===== config.mk =====
export PLATFORM = sky130hd
export DESIGN_NAME = obj_ram_write_arbiter
export DESIGN_NICKNAME = d
export VERILOG_FILES = /design/src/rtl/obj_arb_pkg.sv /design/src/rtl/obj_ram_write_arbiter_rr_pick.sv /design/src/rtl/obj_ram_write_arbiter.sv
export SDC_FILE = /design/constraint.sdc
export NUM_CORES = 1
export LEC_CHECK = 0
export BUFFER_PORTS_ARGS = -buffer_cell sky130_fd_sc_hd__buf_2
export CAP_MARGIN = 30
export CORE_MARGIN = 4
export CORE_UTILIZATION = 48
export DETAILED_ROUTE_END_ITERATION = 7
export HOLD_SLACK_MARGIN = 0.05
export PLACE_DENSITY = 0.85
export SLEW_MARGIN = 10
export SYNTH_ARGS = -nofsm -noshare
export SYNTH_HDL_FRONTEND = slang
export SYNTH_SLANG_ARGS = --single-unit

===== constraint.sdc =====
create_clock -name clk -period 2.8 [get_ports clk]
set_input_delay 0.7 -clock clk [delete_from_list [all_inputs] [get_ports clk]]
set_output_delay 0.7 -clock clk [all_outputs]
set_load 0.01 [all_outputs]

===== src/rtl/obj_arb_pkg.sv =====
// Shared types and defaults for the object-RAM write arbiter.
package obj_arb_pkg;

    typedef enum logic [0:0] {
        S_WAIT = 1'b0,
        S_WIN  = 1'b1
    } arb_state_t;

    localparam int NREQ_DEFAULT       = 4;
    localparam int AW_DEFAULT         = 3;
    localparam int DW_DEFAULT         = 13;
    localparam int WIN_CYCLES_DEFAULT = 1600;

    function automatic int win_cnt_width(input int win_cycles);
        return (win_cycles > 2) ? $clog2(win_cycles) : 1;
    endfunction

    function automatic int idx_width(input int n);
        return (n > 2) ? $clog2(n) : 1;
    endfunction

    localparam int WCW_DEFAULT = win_cnt_width(WIN_CYCLES_DEFAULT);

endpackage


===== src/rtl/obj_ram_write_arbiter_rr_pick.sv =====
// Combinational round-robin picker: first eligible index at or after ptr, wrapping.
module rr_pick
    import obj_arb_pkg::*;
#(
    parameter int NREQ = NREQ_DEFAULT,
    parameter int PW   = idx_width(NREQ)
) (
    input  logic [NREQ-1:0] eligible,
    input  logic [PW-1:0]   ptr,
    output logic            valid,
    output logic [PW-1:0]   idx
);

    logic          hi_valid_s;
    logic [PW-1:0] hi_idx_s;
    logic          lo_valid_s;
    logic [PW-1:0] lo_idx_s;

    // Lowest eligible index at/above ptr wins; otherwise lowest below ptr.
    always_comb begin
        hi_valid_s = 1'b0;
        hi_idx_s   = '0;
        lo_valid_s = 1'b0;
        lo_idx_s   = '0;
        for (int i = NREQ - 1; i >= 0; i--) begin
            hi_valid_s = hi_valid_s | (eligible[i] && (PW'(i) >= ptr));
            hi_idx_s   = (eligible[i] && (PW'(i) >= ptr)) ? PW'(i) : hi_idx_s;
            lo_valid_s = lo_valid_s | (eligible[i] && (PW'(i) < ptr));
            lo_idx_s   = (eligible[i] && (PW'(i) < ptr)) ? PW'(i) : lo_idx_s;
        end
        valid = hi_valid_s | lo_valid_s;
        idx   = hi_valid_s ? hi_idx_s : lo_idx_s;
    end

endmodule


===== src/rtl/obj_ram_write_arbiter.sv =====
// Shares the object-RAM write port among NREQ requesters inside a VS-triggered window.
// Optional OBJARB_OVERRUN_EN: sticky oOverrun plus 16-bit saturating overrun-frame count.
module obj_ram_write_arbiter
    import obj_arb_pkg::*;
#(
    parameter int NREQ       = NREQ_DEFAULT,
    parameter int AW         = AW_DEFAULT,
    parameter int DW         = DW_DEFAULT,
    parameter int WIN_CYCLES = WIN_CYCLES_DEFAULT
) (
    input  logic              clk,
    input  logic              reset,
    input  logic              iVS,
    input  logic [NREQ-1:0]   iReq,
    input  logic [NREQ*AW-1:0] iAddr,
    input  logic [NREQ*DW-1:0] iData,
    output logic [NREQ-1:0]   oAck,
    output logic              oFrame,
    output logic [AW-1:0]     oObjRam_addr,
    output logic [DW-1:0]     oObjRam_data,
    output logic              oObjRam_we,
    output logic              oOverrun
);

    localparam int WCW = win_cnt_width(WIN_CYCLES);
    localparam int PW  = idx_width(NREQ);
    localparam logic [WCW-1:0] WIN_LAST = WCW'(WIN_CYCLES - 1);
    localparam logic [PW-1:0]  PTR_LAST = PW'(NREQ - 1);

    arb_state_t      state_r;
    logic [WCW-1:0]  win_cnt_r;
    logic            vs_d_r;
    logic [PW-1:0]   ptr_r;

    logic [NREQ-1:0] eligible_s;
    logic [NREQ-1:0] grant_s;
    logic            pick_valid_s;
    logic [PW-1:0]   pick_idx_s;
    logic [AW-1:0]   pick_addr_s;
    logic [DW-1:0]   pick_data_s;
    logic            vs_fall_s;
    logic            win_end_s;

    // A requester whose ack is visible this cycle still holds iReq; mask it out.
    assign eligible_s = iReq & ~oAck;
    assign vs_fall_s  = vs_d_r & ~iVS;
    assign win_end_s  = (win_cnt_r == WIN_LAST);

    rr_pick #(
        .NREQ (NREQ),
        .PW   (PW)
    ) u_rr_pick (
        .eligible (eligible_s),
        .ptr      (ptr_r),
        .valid    (pick_valid_s),
        .idx      (pick_idx_s)
    );

    // One-hot grant and the granted requester's address/data slice.
    always_comb begin
        grant_s     = '0;
        pick_addr_s = '0;
        pick_data_s = '0;
        for (int i = 0; i < NREQ; i++) begin
            grant_s[i]  = pick_valid_s && (pick_idx_s == PW'(i));
            pick_addr_s = grant_s[i] ? iAddr[i*AW +: AW] : pick_addr_s;
            pick_data_s = grant_s[i] ? iData[i*DW +: DW] : pick_data_s;
        end
    end

    // Window FSM, grant pointer and registered write-port outputs.
    always_ff @(posedge clk) begin
        if (reset) begin
            state_r      <= S_WAIT;
            win_cnt_r    <= '0;
            vs_d_r       <= 1'b1;
            ptr_r        <= '0;
            oAck         <= '0;
            oFrame       <= 1'b0;
            oObjRam_we   <= 1'b0;
            oObjRam_addr <= '0;
            oObjRam_data <= '0;
        end else begin
            vs_d_r     <= iVS;
            oFrame     <= 1'b0;
            oObjRam_we <= 1'b0;
            oAck       <= '0;
            case (state_r)
                S_WAIT: begin
                    if (vs_fall_s) begin
                        state_r   <= S_WIN;
                        win_cnt_r <= '0;
                        oFrame    <= 1'b1;
                    end
                end
                S_WIN: begin
                    if (pick_valid_s) begin
                        oObjRam_addr <= pick_addr_s;
                        oObjRam_data <= pick_data_s;
                        oObjRam_we   <= 1'b1;
                        oAck         <= grant_s;
                        ptr_r        <= (pick_idx_s == PTR_LAST) ? '0 : pick_idx_s + 1'b1;
                    end
                    // Further VS edges are ignored; only the count closes the window.
                    if (win_end_s) begin
                        state_r   <= S_WAIT;
                        win_cnt_r <= '0;
                    end else begin
                        win_cnt_r <= win_cnt_r + 1'b1;
                    end
                end
                default: begin
                    state_r   <= S_WAIT;
                    win_cnt_r <= '0;
                end
            endcase
        end
    end

`ifdef OBJARB_OVERRUN_EN
    logic            overrun_r;
    logic [15:0]     overrun_cnt_r;
    logic [NREQ-1:0] unserved_s;

    // Requests left over after the last slot's grant are what spill into the next frame.
    assign unserved_s = eligible_s & ~grant_s;

    // Sticky overrun flag and saturating count of overrun frames.
    always_ff @(posedge clk) begin
        if (reset) begin
            overrun_r     <= 1'b0;
            overrun_cnt_r <= 16'd0;
        end else if ((state_r == S_WIN) && win_end_s && (unserved_s != '0)) begin
            overrun_r     <= 1'b1;
            overrun_cnt_r <= (overrun_cnt_r == 16'hFFFF) ? overrun_cnt_r : overrun_cnt_r + 16'd1;
        end else begin
            overrun_r     <= overrun_r;
            overrun_cnt_r <= overrun_cnt_r;
        end
    end

    assign oOverrun = overrun_r;
`else
    assign oOverrun = 1'b0;
`endif

endmodule

==> reports/metrics.cfg <==
[status]
outcome=completed

[global_routing]
grt_pass1_vias=2135
antenna_found_initial=0
grt_max_degree=34
grt_use_total_pct=21.9
grt_pass1_wl_mm=9.51
grt-ovfl-total=0

[timing]
rsz0062_at_grt=no
hold_violations=0
slew_viol_final=0
worst_slew_pin_slew_ns=0.627
period_needed_ns=2.49
slew_headroom_pct=57.9
final.period_utilization_pct=89.0
skew_ns=0.00417
fmaxAchievable_mhz=401
setup-violations-final=0
finalSetupTns_ns=0
hold_ws_ns=0.491

[worst_setup_path]
r2r_start=oAck[2]$_SDFF_PP0_
cp.arrival_ns=2.70
crit_fanout=8
startpoint=iReq[0]
cpMaxStageDelayCell=ha_1
reg2reg_slack_ns=0.48
cp_top_family=compound AO/OA/AOI/OAI gates
required_ns=3.01
crit_chain=buf_2 > nor2b_1 > a21o_1 > a21oi_1 > o22ai_1 > ha_1 > nor2b_1 > a221oi_1 > o311a_1 > nor3_1
worstSetupStartpointType=primary input
cp-end-kind=flop
critPathMaxStageDelay_ns=0.30
crit_type=primary input to flop
cpMostUsedCell=nor2b_1
critical_path_buf_inv_count=1

[synthesis]
yosys.area.top_type=dfxtp_1
synthArstFlopShare_pct=0
synth_edf_count=0
syn_inst=258
synth_nets=334
synth_most_common_cell=dfxtp_1
synth_common_cells=dfxtp_1 (37), nor2b_1 (36), nor2_1 (24), nand2_1 (17)
synth.distinct_cells=46
ys.flop_type=dfxtp_1
synth_top_area_share_pct=33.7
synth-seq-area-share_pct=33.7
synth.cell_area_sq_um=2200
synth-seq-cells=37
synth_area_leaders=dfxtp_1 (34%), nor2b_1 (10%), o311a_1 (7.3%)
avgSynthCellArea_sq_um=8.52
yosys_warnings=0

[clock_network]
insertion_delay_ns=0.29
clock_path_buffers=2
clk_pin_slew_worst_paths_ns=0.07
cts_max_level=2
root_buffer=clkbuf_8
postCtsSetupBuffers=0
cts_resized=0
cts_tree=built
clkSinkCount=37
cts_made_buffers=5
hold_buffers=0

[finish]
syn_to_final_growth_pct=27.0
fillerInstances=376
layout-drive-gt1-share_pct=34.8
finish.net_count=420
diodes=0
postLayoutCellArea_sq_um=2790

[min_path]
hold_path.class=flop to flop
worstHoldStart=oObjRam_data[8]$_SDFFE_PP0N_

[floorplan]
coreArea_sq_um=4380
row_count=24
die-area_sq_um=5730
die_h_um=75.7
pin_count=94
initial_core_util_pct=50.1
die_w_um=75.7

[placed_design]
post_dp_cell_area_sq_um=2710
port_buffers=92
routabilityCongestion=0.797
hpwl_mm=4.48

[detailed_routing]
first_pass_iters=4
wl_per_cell_um=15.2
drt_iter0_drc=147
wirelength_mm=6.04
ant_nets=0
viasPerCell=5.73
drt_drc_violations_left=0
vias=2275

[power_and_ir_drop]
power_density_nw_per_um2=515
irDropWorstVdd_v=0.000251
leakage_nw=1.27

[job]
drv_cap=0

[path summary, 6_finish.rpt]
check                                       end  depth (start not counted)
setup / recovery  oObjRam_data[12]$_SDFFE_PP0N_                         10
hold / removal     oObjRam_data[8]$_SDFFE_PP0N_                          2
setup reg to reg   oObjRam_data[2]$_SDFFE_PP0N_                          9
hold reg to reg    oObjRam_data[8]$_SDFFE_PP0N_                          2
[layout by cell type, fill, tap and decap left out, types with 3 or more instances in the layout]
master / instances
dfxtp_1: 37
nand2_1: 17
and2_1: 4
buf_2: 92
nor2_1: 24
a21oi_1: 8
nand3_1: 4
ha_1: 5
nor2b_1: 36
o21ai_0: 4
inv_1: 4
a21o_1: 3
nor3_1: 16
buf_4: 7
clkbuf_8: 5
a221oi_1: 16
o311a_1: 16
[metal layers]
metal | share of wire (%) | wire length, um | GRT usage, % | vias to the layer above
li1 | - | - | - | 1117
met1 | 41 | 2500 | 26.3 | 1070
met2 | 50 | 3030 | 35.9 | 82
met3 | 7.2 | 433 | 6.86 | 6
met4 | 1.3 | 76 | 9.32 | 0
met5 | 0 | 0 | 0 | -
[state kept, by name, summed over array words and instances, names as in the netlist]
name	flops
oObjRam_data	13
oObjRam_addr	3
state_r	1
win_cnt_r	11
vs_d_r	1
oAck	4
oObjRam_we	1
oFrame	1
ptr_r	2
[stage by stage]
| stage | util, % | setup slack [ns] | std cells | power [W] |
|---|---|---|---|---|
| 2_1_floorplan | - | 0.340 | 258 | 0.000910 |
| 3_3_place_gp | 61.7 | 0.153 | 389 | 0.00107 |
| 5_1_grt | 63.7 | 0.133 | 397 | 0.00153 |
| 3_5_place_dp | 61.7 | 0.0439 | 389 | 0.00108 |
| 4_1_cts | 63.7 | 0.293 | 397 | 0.00145 |
| 6_report | 63.7 | 0.309 | 397 | 0.00144 |
[report_power, final]
part,internal [W],switching [W]
registers,0.000566,0.0000294
clock network,0.000172,0.000198
logic,0.000227,0.000246
total,0.000965,0.000474
[tightest hold or removal path, delay by kind of cell, from the launching register on]
family        cells  cell delay, ns
simple gates      2            0.13
flops             1            0.31
[area by class of cell]
class / instances / area [sq um] / share of cell area (%)
clock buffers: 5 / 68.8 / 2.47
clock inverters: 3 / 17.5 / 0.628
inverters: 4 / 15.0 / 0.538
multi-input cells: 195 / 1330 / 47.7
flip-flops and latches: 37 / 741 / 26.5
well taps: 52 / 65.1 / 2.33
repair buffers: 101 / 553 / 19.8
[cells by family after synthesis]
kind of cell	synth area share (%)
simple gates	30.8
fa+ha+maj	2.85
compound gates	25.0
flops	33.7
xor+xnor	0.797
other cells	0.171
mux	0.911
buf+inv	5.75
(Power assumes the default switching activity.)
